**config.mk**
```make
export PLATFORM = sky130hd
export DESIGN_NAME = fetch_controller_flat
export DESIGN_NICKNAME = d
export VERILOG_FILES = /design/src/rtl/fetch_if.sv /design/src/rtl/fetch_controller.sv /design/src/flat_wrapper.sv
export SDC_FILE = /design/constraint.sdc
export NUM_CORES = 1
export LEC_CHECK = 0
export CORE_ASPECT_RATIO = 1.1
export CORE_UTILIZATION = 35
export DETAILED_ROUTE_END_ITERATION = 7
export PLACE_DENSITY_LB_ADDON = 0.08
export SLEW_MARGIN = 15
export SYNTH_ARGS = -nofsm -noshare
export SYNTH_HDL_FRONTEND = slang
export SYNTH_SLANG_ARGS = --single-unit
```
**constraint.sdc**
```tcl
create_clock -name clk -period 1.7 [get_ports clk]
set_input_delay 0.34 -clock clk [delete_from_list [all_inputs] [get_ports clk]]
set_output_delay 0.34 -clock clk [all_outputs]
set_load 0.01 [all_outputs]
```
**src/rtl/fetch_if.sv**
```systemverilog
// Fetch-side bus: instruction memory port, decode handshake and branch redirect.
// master = fetch controller, slave = memory/decode/branch environment.
interface fetch_if #(
    parameter int INSTRUCTION_SIZE      = 16,
    parameter int INSTRUCTION_ADDR_SIZE = 10
);
    logic [INSTRUCTION_ADDR_SIZE-1:0] imem_addr;
    logic [INSTRUCTION_SIZE-1:0]      imem_data;
    logic [INSTRUCTION_SIZE-1:0]      instr;
    logic [INSTRUCTION_ADDR_SIZE-1:0] instr_pc;
    logic                             instr_valid;
    logic                             instr_ready;
    logic                             branch_taken;
    logic [INSTRUCTION_ADDR_SIZE-1:0] branch_target;

    modport master (
        output imem_addr, instr, instr_pc, instr_valid,
        input  imem_data, instr_ready, branch_taken, branch_target
    );

    modport slave (
        input  imem_addr, instr, instr_pc, instr_valid,
        output imem_data, instr_ready, branch_taken, branch_target
    );
endinterface

```
**src/rtl/fetch_controller.sv**
```systemverilog
// Instruction fetch sequencer: owns the PC, fills a one-entry instruction buffer
// toward decode, handles branch redirects and stops on the HLT opcode.
module fetch_controller #(
    parameter int                         INSTRUCTION_SIZE      = 16,
    parameter int                         INSTRUCTION_ADDR_SIZE = 10,
    parameter logic [3:0]                 HLT_OPCODE            = 4'b0001,
    parameter logic [INSTRUCTION_ADDR_SIZE-1:0] RESET_PC        = '0
) (
    input  logic     clk,
    input  logic     rst,
    input  logic     start,
    fetch_if.master  bus,
    output logic     running,
    output logic     halted
);

    typedef enum logic [1:0] {IDLE, RUN, DRAIN, HALTED} state_t;

    state_t                           state;
    logic [INSTRUCTION_ADDR_SIZE-1:0] pc;
    logic [INSTRUCTION_SIZE-1:0]      instr_q;
    logic [INSTRUCTION_ADDR_SIZE-1:0] instr_pc_q;
    logic                             instr_valid_q;
    logic                             running_q;
    logic                             halted_q;

    logic buf_free;
    logic accept;
    logic is_hlt;

    assign buf_free = !instr_valid_q || bus.instr_ready;
    assign accept   = instr_valid_q && bus.instr_ready;
    assign is_hlt   = (bus.imem_data[INSTRUCTION_SIZE-1 -: 4] == HLT_OPCODE);

    assign bus.imem_addr   = pc;
    assign bus.instr       = instr_q;
    assign bus.instr_pc    = instr_pc_q;
    assign bus.instr_valid = instr_valid_q;
    assign running         = running_q;
    assign halted          = halted_q;

    always_ff @(posedge clk) begin
        if (rst) begin
            state         <= IDLE;
            pc            <= RESET_PC;
            instr_q       <= '0;
            instr_pc_q    <= '0;
            instr_valid_q <= 1'b0;
            running_q     <= 1'b0;
            halted_q      <= 1'b0;
        end else begin
            case (state)
                IDLE: begin
                    if (start) begin
                        state     <= RUN;
                        running_q <= 1'b1;
                    end
                end

                RUN: begin
                    // Redirect wins over capture; the buffered word is dropped.
                    if (bus.branch_taken) begin
                        pc            <= bus.branch_target;
                        instr_valid_q <= 1'b0;
                    end else if (buf_free) begin
                        instr_q       <= bus.imem_data;
                        instr_pc_q    <= pc;
                        instr_valid_q <= 1'b1;
                        if (is_hlt) begin
                            state <= DRAIN;
                        end else begin
                            pc <= pc + INSTRUCTION_ADDR_SIZE'(1);
                        end
                    end
                end

                DRAIN: begin
                    if (bus.branch_taken) begin
                        pc            <= bus.branch_target;
                        instr_valid_q <= 1'b0;
                        state         <= RUN;
                    end else if (accept) begin
                        instr_valid_q <= 1'b0;
                        state         <= HALTED;
                        running_q     <= 1'b0;
                        halted_q      <= 1'b1;
                    end
                end

                HALTED: begin
                    if (start) begin
                        pc        <= RESET_PC;
                        state     <= RUN;
                        running_q <= 1'b1;
                        halted_q  <= 1'b0;
                    end
                end

                default: begin
                    state         <= IDLE;
                    instr_valid_q <= 1'b0;
                    running_q     <= 1'b0;
                    halted_q      <= 1'b0;
                end
            endcase
        end
    end

endmodule

```
**src/flat_wrapper.sv**
```systemverilog
// flat-port wrapper written by rule: the top's interface ports become plain ports
module fetch_controller_flat 
#(
    parameter int                         INSTRUCTION_SIZE      = 16,
    parameter int                         INSTRUCTION_ADDR_SIZE = 10,
    parameter logic [3:0]                 HLT_OPCODE            = 4'b0001,
    parameter logic [INSTRUCTION_ADDR_SIZE-1:0] RESET_PC        = '0
)
  (clk, rst, start, running, halted, bus_imem_addr, bus_instr, bus_instr_pc, bus_instr_valid, bus_imem_data, bus_instr_ready, bus_branch_taken, bus_branch_target);
  fetch_if #(.INSTRUCTION_SIZE(INSTRUCTION_SIZE), .INSTRUCTION_ADDR_SIZE(INSTRUCTION_ADDR_SIZE)) bus_i ();
  input  logic clk;
  input  logic rst;
  input  logic start;
  output logic running;
  output logic halted;
  output wire logic [$bits(bus_i.imem_addr)-1:0] bus_imem_addr;
  output wire logic [$bits(bus_i.instr)-1:0] bus_instr;
  output wire logic [$bits(bus_i.instr_pc)-1:0] bus_instr_pc;
  output wire logic [$bits(bus_i.instr_valid)-1:0] bus_instr_valid;
  input wire logic [$bits(bus_i.imem_data)-1:0] bus_imem_data;
  input wire logic [$bits(bus_i.instr_ready)-1:0] bus_instr_ready;
  input wire logic [$bits(bus_i.branch_taken)-1:0] bus_branch_taken;
  input wire logic [$bits(bus_i.branch_target)-1:0] bus_branch_target;
  assign bus_imem_addr = bus_i.imem_addr;
  assign bus_instr = bus_i.instr;
  assign bus_instr_pc = bus_i.instr_pc;
  assign bus_instr_valid = bus_i.instr_valid;
  assign bus_i.imem_data = bus_imem_data;
  assign bus_i.instr_ready = bus_instr_ready;
  assign bus_i.branch_taken = bus_branch_taken;
  assign bus_i.branch_target = bus_branch_target;
  fetch_controller #(.INSTRUCTION_SIZE(INSTRUCTION_SIZE), .INSTRUCTION_ADDR_SIZE(INSTRUCTION_ADDR_SIZE), .HLT_OPCODE(HLT_OPCODE), .RESET_PC(RESET_PC)) u_core (.clk(clk), .rst(rst), .start(start), .bus(bus_i), .running(running), .halted(halted));
endmodule
```
==> reports/metrics.csv <==
stage,metric,value,unit
clock_network,clock_tree.root_cell,clkbuf_8,
final_layout,final_util,59.16,%
clock_network,cts_buffers,5,
detailed_routing,wl_per_cell,13.98,um
final_layout,final_area,0.003233,sq mm
clock_network,htree_levels,2,
logic_synthesis,syn-num-nets,287,
setup_path,path_buf_inv,2,
sta,fmax,0.6063,GHz
job,maxCapViolations,0,
pwr,totalPowerFinal,4.021,mW
final_layout,diodes,0,
logic_synthesis,yosysSeqAreaShare,40.47,%
detailed_routing,postRouteAntennaNets,0,
global_routing,grt_max_degree,41,
setup_path,cp.arrival,1.31,ns
pwr,power_frac_comb,48.8,%
final_layout,drive_gt1_share,22.65,%
logic_synthesis,synth_edf_count,0,
pwr,p_seq_share,34.7,%
logic_synthesis,synth_cells,251,
detailed_routing,drtPass1Iterations,4,
place,port_buffers,69,
setup_path,cp_slowest_cell,clkdlybuf4s50_1,
clock_network,cts_tree,done,
clock_network,cts.path.max_buffers,2,
detailed_routing,vias_per_cell,5.029,
detailed_routing,drtIter0Drc,143,
logic_synthesis,syn_area,0.002028,sq mm
logic_synthesis,yosysWarnings,0,
global_routing,antenna_found_initial,0,
final_layout,fill_cells,522,
die,initial_core_util,37.11,%
pwr,powerDensity,1244,mW/mm^2
sta,hold_viol,0,
sta,skew,0.006760,ns
setup_path,critPathRequiredTime,1.36,ns
pwr,swShare,37.36,%
clock_network,cts.clk_slew.worst_paths,0.08,ns
setup_path,critical_path.max_fanout,6,
die,die_w,74.58,um
detailed_routing,wirelength,5.800,mm
pwr,p_sw,1.502,mW
global_routing,track_usage,19.33,%
global_routing,grt-ovfl-total,0,
pwr,p_int,2.518,mW
global_routing,grt_pass1_wl,9.039,mm
logic_synthesis,syn_area_per_cell,8.080,sq um
pwr,clkPwrFrac,16.5,%
final_layout,ff_latch_area,833.3,sq um
sta,min_period,1.649,ns
sta,hold_ws,0.3330,ns
final_layout,nNetsFinal,376,
logic_synthesis,synthFlopType,dfxtp_1,
detailed_routing,drc,0,
setup_path,slowest_delay,0.53,ns
final_layout,synthToLayoutAreaGrowth,59.41,%
setup_path,critPathLaunchType,flop,
status,outcome,"complete, no violations",
logic_synthesis,synth_cell_types,44,
place,dp_hpwl,3.998,mm
logic_synthesis,synthArstFlopShare,0,%
clock_network,clk_latency,0.29,ns
final_layout,multi_input_area,0.001251,sq mm
sta,setup_violations,0,
sta,rsz0062_at_grt,true,
setup_path,end_kind,output pin,
setup_path,crit_chain,buf_4 -> clkdlybuf4s50_1,
worst_hold_path,hold_path_class,in -> reg,
pwr,max-vdd-ir-drop,631.1,uV
sta,drv_slew,0,
sta,worst_slew_pin_slew,0.3905,ns
die,io_pins,70,
sta,period_share,97.03,%
pwr,p_leak,1.152,nW
detailed_routing,vias,2087,
setup_path,cp_top_family,buffers and inverters,
sta,slew_headroom,73.91,%
die,die_height,81.84,um
die,coreArea,0.005465,sq mm
logic_synthesis,synth_seq_cells,41,
setup_path,crit_type,reg -> out,
final_layout,final_common_cell,clkdlybuf4s50_1,
die,rows,28,
clock_network,clock-sinks,41,
place,gp_congestion,0.7746,
die,die-area,0.006104,sq mm
place,dpl_cell_area,0.002970,sq mm
global_routing,grt_pass1_vias,1931,
final_layout,final_cell_mix,"64 x clkdlybuf4s50_1, 60 x nand2_1, 41 x a21oi_1",
-- tightest hold or removal path: cells and delay by family --
kind	cells	cell delay [ns]
buffers and inverters	1	0.13
AND/OR/NAND/NOR	1	0.06
AO/OA/AOI/OAI	1	0.05
-- state kept, by name, indices dropped and copies added, names as in the netlist --
register / cells
u_core.state: 2
u_core.running: 1
u_core.bus.instr_pc: 10
u_core.bus.imem_addr: 10
u_core.halted: 1
u_core.bus.instr_valid: 1
u_core.bus.instr: 16
-- power groups by stage --
stage | Combinational [mW] | Sequential, mW | Clock, mW
after floorplan | 0.913 | 1.40 | 0
after global placement | 1.80 | 1.38 | 0
after detailed placement | 1.82 | 1.38 | 0
after CTS | 1.89 | 1.37 | 0.682
after global routing | 2.13 | 1.43 | 0.720
final | 1.96 | 1.39 | 0.663
-- final timing paths --
path / start / cells after the start / slack [ns] / end
max: u_core.bus.imem_addr[1] / 2 / 0.05 / bus_imem_addr[1]
min reg2reg: u_core.bus.instr[11] / 2 / 0.45 / u_core.bus.instr[11]
max reg2reg: u_core.state[0] / 6 / 0.05 / u_core.bus.imem_addr[6]
min: bus_imem_data[12] / 3 / 0.33 / u_core.bus.instr[12]
-- area by class of cell --
class	instances	area share, %
clock buffer	6	2.554
clock inverter	1	0.2322
inverter	2	0.3096
multi-input combinational	192	38.70
sequential	41	25.77
tap	75	2.902
timing repair buffer	98	29.53
-- logic make-up after synthesis --
logic type / after synthesis / synth area share, %
AO/OA/AOI/OAI: 75 / 24.86
XOR/XNOR: 3 / 1.296
adder cells (fa/ha/maj): 5 / 3.085
buffers and inverters: 19 / 4.504
flip-flops: 41 / 40.47
AND/OR/NAND/NOR: 108 / 25.79
-- what timing repair did --
item                                    CTS  global route
endpoints found under the hold margin     0             0
endpoints found under the setup margin   13            38
hold buffers                              0             0
pin swaps                                 4             5
resized for setup                        18            19
setup buffers                             2             1
gates cloned                              1             0
-- cell usage after synthesis (2+ instances only) --
cell type / number / share of area, %
nor4_1: 4 / 1.2
nor2b_1: 5 / 1.5
inv_1: 2 / 0.37
nor3_1: 7 / 1.7
or3_1: 2 / 0.62
buf_1: 2 / 0.37
a22oi_1: 5 / 1.9
dfxtp_1: 41 / 40
nand2b_1: 7 / 2.2
o32ai_2: 2 / 1.6
nand2_1: 60 / 11
xnor2_1: 2 / 0.86
a211oi_1: 7 / 2.6
and3_1: 2 / 0.62
clkbuf_1: 9 / 1.7
o32ai_1: 3 / 1.3
nor2_1: 4 / 0.74
buf_2: 4 / 0.99
a21oi_1: 42 / 10
nand4_1: 2 / 0.62
buf_6: 2 / 1.1
o21ai_0: 5 / 1.2
nor2_2: 2 / 0.62
ha_1: 5 / 3.1
a2bb2oi_1: 3 / 1.3
nand3_1: 4 / 0.99
-- metrics by stage --
step	setup TNS [ns]	setup slack, ns	instances
floorplan	0	0.02006	251
global placement	-7.972	-0.3100	404
detailed placement	-8.502	-0.3464	404
CTS	0	0.0006168	414
global route	-0.01895	-0.01826	415
finish	0	0.05054	415
-- routing by layer --
metal  part of all wire (%)  vias up  global-route usage, %  routed length (um)
met5                      0        -                      0                   0
li1                       -     1065                      -                   -
met4                    1.2        0                  5.660                  68
met2                     48       62                  33.42                2811
met3                    5.0        8                  4.294                 291
met1                     45      952                  23.78                2630
No activity file was read; power rests on OpenSTA's default activity.
